--- src/rtl/dsram_arb.sv ---
// Data SRAM arbiter: pipeline load/store port has priority, the DMA/debug port
// is guaranteed a slot after STARVE_MAX consecutive lost cycles.
module dsram_arb #(
    parameter int unsigned STARVE_MAX = 4,
    parameter int unsigned CNT_W      = 4
) (
    input  logic        clk,
    input  logic        rst,

    input  logic        cpu_en,
    input  logic [3:0]  cpu_wen,
    input  logic [31:0] cpu_addr,
    input  logic [31:0] cpu_wdata,
    output logic [31:0] cpu_rdata,
    output logic        cpu_stallreq,

    input  logic        dma_req,
    input  logic [3:0]  dma_wen,
    input  logic [31:0] dma_addr,
    input  logic [31:0] dma_wdata,
    output logic        dma_gnt,
    output logic        dma_rvalid,
    output logic [31:0] dma_rdata,

    output logic        data_sram_en,
    output logic [3:0]  data_sram_wen,
    output logic [31:0] data_sram_addr,
    output logic [31:0] data_sram_wdata,
    input  logic [31:0] data_sram_rdata
);

    localparam logic [CNT_W-1:0] CNT_MAX = CNT_W'(STARVE_MAX);

    logic [CNT_W-1:0] starve_cnt;
    logic [CNT_W-1:0] starve_cnt_nxt;
    logic             rd_dma;
    logic             force_gnt;
    logic             dma_win;
    logic             cpu_win;

    // Every combinational output is qualified by rst so the block is silent
    // for the whole time reset is held low, not just from the next edge.
    always_comb begin
        force_gnt       = (starve_cnt == CNT_MAX);
        dma_win         = rst && dma_req && (!cpu_en || force_gnt);
        cpu_win         = rst && cpu_en && !(dma_req && force_gnt);

        data_sram_en    = 1'b0;
        data_sram_wen   = '0;
        data_sram_addr  = '0;
        data_sram_wdata = '0;
        if (dma_win) begin
            data_sram_en    = 1'b1;
            data_sram_wen   = dma_wen;
            data_sram_addr  = dma_addr;
            data_sram_wdata = dma_wdata;
        end else if (cpu_win) begin
            data_sram_en    = 1'b1;
            data_sram_wen   = cpu_wen;
            data_sram_addr  = cpu_addr;
            data_sram_wdata = cpu_wdata;
        end

        dma_gnt      = dma_win;
        cpu_stallreq = cpu_en && dma_win;

        starve_cnt_nxt = starve_cnt;
        if (!dma_req || dma_win) begin
            starve_cnt_nxt = '0;
        end else if (cpu_win && (starve_cnt != CNT_MAX)) begin
            starve_cnt_nxt = starve_cnt + CNT_W'(1);
        end
    end

    always_ff @(posedge clk or negedge rst) begin
        if (!rst) begin
            starve_cnt <= '0;
            rd_dma     <= 1'b0;
        end else begin
            starve_cnt <= starve_cnt_nxt;
            rd_dma     <= dma_win && (dma_wen == 4'b0000);
        end
    end

    assign dma_rvalid = rd_dma;
    assign cpu_rdata  = rst ? data_sram_rdata : '0;
    assign dma_rdata  = rst ? data_sram_rdata : '0;

endmodule

--- config.mk ---
export PLATFORM = sky130hd
export DESIGN_NAME = dsram_arb
export DESIGN_NICKNAME = d
export VERILOG_FILES = /design/src/rtl/dsram_arb.sv
export SDC_FILE = /design/constraint.sdc
export NUM_CORES = 1
export LEC_CHECK = 0
export BUFFER_PORTS_ARGS = -buffer_cell sky130_fd_sc_hd__buf_4
export CORE_AREA = 2 2 120 122
export DETAILED_ROUTE_END_ITERATION = 16
export DIE_AREA = 0 0 122 124
export MAX_ROUTING_LAYER = met4
export PLACE_DENSITY = 0.43
export SLEW_MARGIN = 10
export SYNTH_ARGS = -nofsm -noshare
export SYNTH_HDL_FRONTEND = slang
export SYNTH_SLANG_ARGS = --single-unit
export TNS_END_PERCENT = 5
--- constraint.sdc ---
create_clock -name clk -period 1.68 [get_ports clk]
set_input_delay 0.168 -clock clk [delete_from_list [all_inputs] [get_ports clk]]
set_output_delay 0.168 -clock clk [all_outputs]
set_load 0.02 [all_outputs]
* Word-level counts from Yosys, hierarchy flattened *
Index checks and enable logic that the tools add are counted.

word-level totals
  bits in registers = 5
  latch bits = 0
  RAM bits = 0
  bits in read-only memories = 0
  bits of input ports = 172
  output and inout bits = 136
  word-level logic and storage cells = 31
  memories kept = 0

operators by class
  $add $sub $neg = 1
  $mul = 0
  div/mod/pow operators = 0
  order comparisons = 0
  equality and inequality tests = 2
  shift operators = 0
  multiplexer cells = 11
  bitwise gates (word level) = 0
  reductions and logical operators = 15

operators by type and width
  kind                                                   number
  two-way mux 32 bit                                     5
  two-way mux 4 bit                                      4
  logical AND 1 bit                                      8
  adder 4 x 1 -> 4 bit, second input constant            1
  == test 4 x 3 -> 1 bit, second input constant          1
  logical NOT 4 bit                                      1
  inequality test 4 x 3 -> 1 bit, second input constant  1
  logical NOT 1 bit                                      3
  logical OR 1 bit                                       2
  two-way mux 1 bit                                      2
  nonzero test 2 bit                                     1

* Logic depth before layout (Yosys ltp) *
Gate-level depths: netlist of the first run.

  depth in word-level cells = 7
  depth in mapped cells = 8

* Worst setup path before layout of the first run *
OpenSTA, ideal clock, no wires.

  path kind = register to output
  start point = reg starve_cnt[0]
  end point = out data_sram_addr[10]
  arrival = 1.529 ns
  setup slack = -0.017 ns
  cell stages (with the launch flop) = 9
  path buffers = 3
  cell sequence = dfrtp_1 inv_1 ha_1 nand3b_4 o21ba_1 clkbuf_2 buf_6 buf_6 a22o_1

between the ends
  longest elaborated chain between the ends = 6
  elaborated cells on any way between the ends = 8
  classes of those cells = eq/ne (1); mux (2); reduce/logical (5)

RTL lines
  element                   RTL line  RTL
  from (decl)               34        logic [CNT_W-1:0] starve_cnt;
  from (signal assigned)    80        starve_cnt <= starve_cnt_nxt;
  == test 4 x 3 -> 1 bit *  44        force_gnt = (starve_cnt == CNT_MAX);
  logical AND 1 bit         46        cpu_win = rst && cpu_en && !(dma_req && force_gnt);
  logical NOT 1 bit         46
  logical AND 1 bit         46
  two-way mux 32 bit        57        end else if (cpu_win) begin
  two-way mux 32 bit *      52        if (dma_win) begin
  to (decl)                 27        output logic [31:0] data_sram_addr,

Mark *: on every way between the ends. The rest lies on a longest branch, timed or not.

* Worst setup path in the final report of the first run *
  start point = reg starve_cnt[1]
  end point = out data_sram_addr[16]

Same word-level chain as after synthesis.

==> reports/metrics.yaml, run 1 <==
cts:
  clk_latency_ns: 0.23
  root_buffer: "clkbuf_16"
  tritoncts: "built"
  clock_path_buffers: 2
  cts_num_sinks: 5
  h-tree-depth: 1
  clkTransAtPathRegs_ns: 0.03
  cts_buffers: 3
worst_setup_path:
  critPathCapture: "data_sram_addr[16]"
  crit_type: "flop to output pin"
  worstRegToRegCells: 6
  critPathLaunch: "starve_cnt[1]"
  reg2reg_to: "dma_rvalid"
  r2r_slack_ns: 0.34
  critPathArrivalTime_ns: 1.74
  worst_r2r_startpoint: "starve_cnt[1]"
  critPathRequiredTime_ns: 1.51
  critPathMaxFanout: 18
  cp-end-kind: "output pin"
  crit_path_start_kind: "flop"
die:
  core_um2: 13700
  pin_count: 308
  dieArea_um2: 15100
  fp-row-count: 43
  die_w_um: 122
  die_h_um: 124
  start_util_pct: 10.8
placed_design:
  dp_hpwl_um: 8110
  io_buffers: 307
  place.gp.congestion: 0.723
  place_area_um2: 3870
sta:
  hold_slack_ns: 0.251
  drv_slew: 0
  rsz0062_at_grt: "yes"
  min_period_over_period_pct: 114
  post-route-min-period_ns: 1.91
  max-slew-margin-rel_pct: 76.8
  fin_ws_ns: -0.229
  skew_ns: 0.00281
  final-hold-violation-count: 0
  worst_pin_slew_ns: 0.345
  max_freq_mhz: 524
  setup_violations: 69
synth:
  yosysTopAreaCellShare_pct: 40.3
  synthArstFlopShare_pct: 100
  ys_types: 29
  syn_avg_cell_area_um2: 7.99
  yosysTopAreaCell: "a22o_1"
  yosysWarnings: 0
  syn_nets: 359
  seq_area_frac_synth_pct: 8.46
  synth_area_leaders: "a22o_1 (40%), buf_4 (16%), and2_1 (14%)"
  netlist_instances: 185
  synth_area_um2: 1480
  synth-seq-cells: 5
  synth_edf_count: 0
  synth_ff_type: "dfrtp_1"
hold_path:
  min_path_type: "input pin to flop"
routing:
  drc_errors: 0
  first_iter_violations: 47
  drt-total-wl_um: 9660
  vias: 2609
  firstDrtPassIters: 4
  viasPerCell: 4.09
  ant_nets: 0
  wl_per_cell_um: 15.1
finish:
  drive_above_1_share_pct: 74.2
  fin_nets: 633
  fin_area_um2: 4280
  antenna-diode-count: 0
  postLayoutCoreUtil_pct: 31.2
  area_delta_synth_final_pct: 190
grt:
  overflow: 0
  grt.total_usage_pct: 11.3
  grt_max_degree: 43
  antenna_found_initial: 0
  grt_pass1_wl_um: 12900
  grt_pass1_vias: 2551
pwr:
  swShare_pct: 35.6
  internal_power_mw: 1.11
  ir_drop_v: 0.000240
  pwr_density_cell_nw_per_um2: 402
  power_frac_comb_pct: 69.4
  seq_power_share_pct: 7.2
  p_sw_uw: 612
  leakage_nw: 2.26
  clockPowerShare_pct: 23.4
flow_run:
  maxCapViolCount: 0
run_status:
  violations: "setup timing"
  outcome: "finished, violations left"
metal layers:
| metal | global-route usage, % | share of wire [%] |
|---|---|---|
| met5 | - | 0 |
| met3 | 2.01 | 10 |
| met1 | 11.5 | 34 |
| met4 | 3.81 | 1.3 |
| met2 | 21.8 | 55 |
cells by family (layout without fill, tap and decap cells):
logic type      after synthesis  in the layout  synth area share [%]
flops                         5              5                  8.46
buf+inv                      54            327                  24.4
simple gates                 46             46                  20.0
fa+ha+maj                     2              2                  1.69
compound gates               78             78                  45.5
worst min-delay path by stage:
| stage | from | endpoint | slack, ns | cells after the start |
|---|---|---|---|---|
| 6_report | dma_req | starve_cnt[3] | 0.25 | 3 |
| 5_1_grt | dma_req | starve_cnt[2] | 0.25 | 3 |
| 4_1_cts | dma_req | starve_cnt[2] | 0.25 | 3 |
| 3_5_place_dp | rst | starve_cnt[2] | 0.23 | 2 |
| 3_3_place_gp | rst | starve_cnt[3] | 0.22 | 2 |
| 2_1_floorplan | rst | dma_rvalid | -0.13 | 0 |
flip-flops by register name, summed over array words and instances, names as in the netlist:
register,flops
starve_cnt,4
dma_rvalid,1
through the flow:
stage	cells	worst slack [ns]	power, mW	setup TNS, ns
final	638	-0.229	1.72	-13.04
after global routing	638	-0.319	1.81	-18.23
after CTS	637	-0.237	1.74	-13.40
after detailed placement	630	-0.0648	1.24	-1.63
after global placement	630	-0.0477	1.24	-1.00
after floorplan	185	-0.0171	0.646	-0.276
synth_stat cells, types with 2 or more instances:
cell type,count
nand3_1,3
and2_1,33
ha_1,2
nand2_1,3
buf_4,32
buf_6,3
clkbuf_1,4
and3b_1,2
dfrtp_1,5
a22o_1,68
buf_2,11
inv_1,2
area by class of cell:
| class | instances | area [um^2] |
|---|---|---|
| Tap cell | 180 | 225 |
| Timing Repair Buffer | 320 | 2730 |
| Inverter | 3 | 11.3 |
| Multi-Input combinational cell | 126 | 1110 |
| Clock buffer | 4 | 78.8 |
| Fill cell | 1437 | 9440 |
| Sequential cell | 5 | 125 |
critical path: stages (launching register included):
cell and delay (ns):
dfrtp_1 0.38, inv_2 0.09, ha_4 0.14, nand3b_4 0.10, a21oi_4 0.21, buf_12 0.14, buf_16 0.16, a22o_1 0.17
buf_6 0.12
placed cells by master, fill, tap and decap left out, types with 2 or more instances in the layout:
| cell type | synthesis | layout |
|---|---|---|
| nand3_1 | 3 | 3 |
| clkbuf_16 | 0 | 3 |
| and2_1 | 33 | 33 |
| inv_2 | 1 | 3 |
| nand2_1 | 3 | 3 |
| buf_4 | 32 | 248 |
| a22o_4 | 0 | 10 |
| buf_6 | 3 | 65 |
| dfrtp_1 | 5 | 5 |
| a22o_1 | 68 | 58 |
| and3b_1 | 2 | 2 |
| buf_12 | 0 | 5 |
repair_timing:
item	in CTS	in global routing
endpoints found under the setup margin	70	69
gates cloned	1	0
hold buffers	1	0
pin swaps	27	23
buffers inserted	1	1
gates resized for setup	71	0
endpoints found under the hold margin	5	0
power by group through the flow:
stage | clock network (mW) | registers (mW) | logic [mW]
floorplan | 0 | 0.127 | 0.519
global placement | 0 | 0.126 | 1.11
detailed placement | 0 | 0.126 | 1.11
CTS | 0.408 | 0.125 | 1.21
global route | 0.423 | 0.125 | 1.26
finish | 0.403 | 0.125 | 1.19
No activity file was read; power rests on OpenSTA's default activity.
==> run 2, diff against run 1 <==
--- a/config.mk
+++ b/config.mk
@@ -5,12 +5,14 @@
 export SDC_FILE = /design/constraint.sdc
 export NUM_CORES = 1
 export LEC_CHECK = 0
-export BUFFER_PORTS_ARGS = -buffer_cell sky130_fd_sc_hd__buf_4
+export BUFFER_PORTS_ARGS = -buffer_cell sky130_fd_sc_hd__buf_2
 export CORE_AREA = 2 2 120 122
+export CTS_CLUSTER_SIZE = 25
 export DETAILED_ROUTE_END_ITERATION = 16
 export DIE_AREA = 0 0 122 124
 export MAX_ROUTING_LAYER = met4
 export PLACE_DENSITY = 0.43
+export SKIP_LAST_GASP = 1
 export SLEW_MARGIN = 10
 export SYNTH_ARGS = -nofsm -noshare
 export SYNTH_HDL_FRONTEND = slang
==> reports/metrics.yaml, run 2 (same netlist as run 1, synthesis figures left out) <==
cts:
  clock_path_buffers: 2
  clkTransAtPathRegs_ns: 0.04
  cts_buffers: 3
  cts_num_sinks: 5
  h-tree-depth: 1
  root_buffer: "clkbuf_16"
  tritoncts: "built"
  clk_latency_ns: 0.23
worst_setup_path:
  crit_type: "flop to output pin"
  cp-end-kind: "output pin"
  critPathArrivalTime_ns: 1.79
  critPathLaunch: "starve_cnt[0]"
  crit_path_start_kind: "flop"
  critPathRequiredTime_ns: 1.51
  worst_r2r_startpoint: "starve_cnt[0]"
  worstRegToRegCells: 7
  critPathMaxFanout: 11
finish:
  regMostFlops: "starve_cnt"
  largest_reg_flops: 4
  final_cell_mix: "buf_2 (266), a22o_1 (58), buf_4 (40)"
  fin_area_um2: 3500
  area_delta_synth_final_pct: 137
  drive_above_1_share_pct: 74.5
  final_common_cell: "buf_2"
  fin_nets: 638
sta:
  drv_slew: 0
  fin_ws_ns: -0.278
  final-hold-violation-count: 0
  max-slew-margin-rel_pct: 80.5
  worst_pin_slew_ns: 0.292
  min_period_over_period_pct: 117
  max_freq_mhz: 511
  post-route-min-period_ns: 1.96
  rsz0062_at_grt: "yes"
  hold_slack_ns: 0.239
  setup_violations: 70
  skew_ns: 0.00495
grt:
  grt_pass1_wl_um: 11800
  grt.total_usage_pct: 10.4
  grt_max_degree: 36
  grt_pass1_vias: 2338
  antenna_found_initial: 1
  overflow: 0
placed_design:
  place_area_um2: 3120
  dp_hpwl_um: 7360
  place.gp.congestion: 0.710
  io_buffers: 307
routing:
  ant_nets: 0
  vias: 2638
  top_layer_used: "met4"
  wl_met2_um: 4810
  wl_met1_um: 3180
  route.met3.wl_um: 935
  firstDrtPassIters: 4
  drt-total-wl_um: 9020
  viasPerCell: 4.10
  first_iter_violations: 49
  wl_per_cell_um: 14.0
  drc_errors: 0
die:
  core_um2: 13700
  dieArea_um2: 15100
  die_w_um: 122
  fp-row-count: 43
  die_h_um: 124
  pin_count: 308
  start_util_pct: 10.8
run_status:
  outcome: "finished, violations left"
  violations: "setup timing"
pwr:
  pwr_density_cell_nw_per_um2: 428
  ir_drop_v: 0.000159
  power_mw: 1.50
  leakage_nw: 2.08
hold_path:
  min_path_cells: 3
  hp-start: "dma_req"
  min_path_type: "input pin to flop"
flow_run:
  maxCapViolCount: 0
## run 2: cell types whose count changed in the layout (fill, tap and decap cells not counted)
| cell | change |
|---|---|
| clkinv_2 | +1 |
| buf_4 | -208 |
| buf_16 | +3 |
| nor3_1 | +1 |
| buf_6 | -56 |
| diode_2 | +1 |
| clkbuf_1 | -1 |
| nor3_2 | -1 |
| buf_2 | +266 |
## run 2: final timing paths
kind | slack (ns) | end
setup / recovery | -0.28 | data_sram_wdata[27]
hold / removal | 0.24 | starve_cnt[2]
setup reg to reg | 0.29 | dma_rvalid
hold reg to reg | 0.53 | starve_cnt[3]
max in group asynchronous | 0.96 | dma_rvalid
min in group asynchronous | 0.43 | starve_cnt[3]
## run 2: layout make-up
class                      count  area [um^2]
antenna                        1         2.50
clock buffer                   3         75.1
sequential                     5          125
fill                        1492        10200
clock inverter                 1         5.00
multi-input combinational    126         1110
timing repair buffer         325         1950
tap                          180          225
inverter                       3         11.3
## run 2: per-stage QoR
step	TNS (ns)	std cells	setup WS, ns	utilization, %
final	-14.92	644	-0.278	25.5
after floorplan	-0.276	185	-0.0171	-
after global placement	-2.72	631	-0.0988	22.7
after global routing	-24.74	644	-0.381	25.5
after detailed placement	-3.92	631	-0.114	22.7
after CTS	-15.92	643	-0.290	25.4
## run 2: routing by layer
metal	vias up	GRT usage, %
li1	1230	-
met2	207	19.4
met1	1194	11.6
met5	-	-
met3	7	1.14
met4	0	2.95
## run 2: critical path: stages (launching register included)
cell and delay (ns):
dfrtp_1 0.38, inv_2 0.08, ha_4 0.14, nand3b_4 0.10, a21oi_4 0.16, buf_6 0.16, buf_12 0.12, buf_16 0.13
a22o_1 0.15, buf_6 0.12
## run 2: report_power, final
part	internal, mW	switching, mW
clock	0.312	0.0908
sequential	0.123	0.00133
combinational	0.463	0.508
total	0.898	0.600
## run 2: what timing repair did
| item | CTS | global route |
|---|---|---|
| gates resized for setup | 54 | 3 |
| cloned | 4 | 0 |
| hold buffers | 1 | 0 |
| pin swaps | 3 | 2 |
| endpoints found under the setup margin | 70 | 116 |
| setup buffers | 3 | 0 |
| hold endpoints to repair | 5 | 0 |
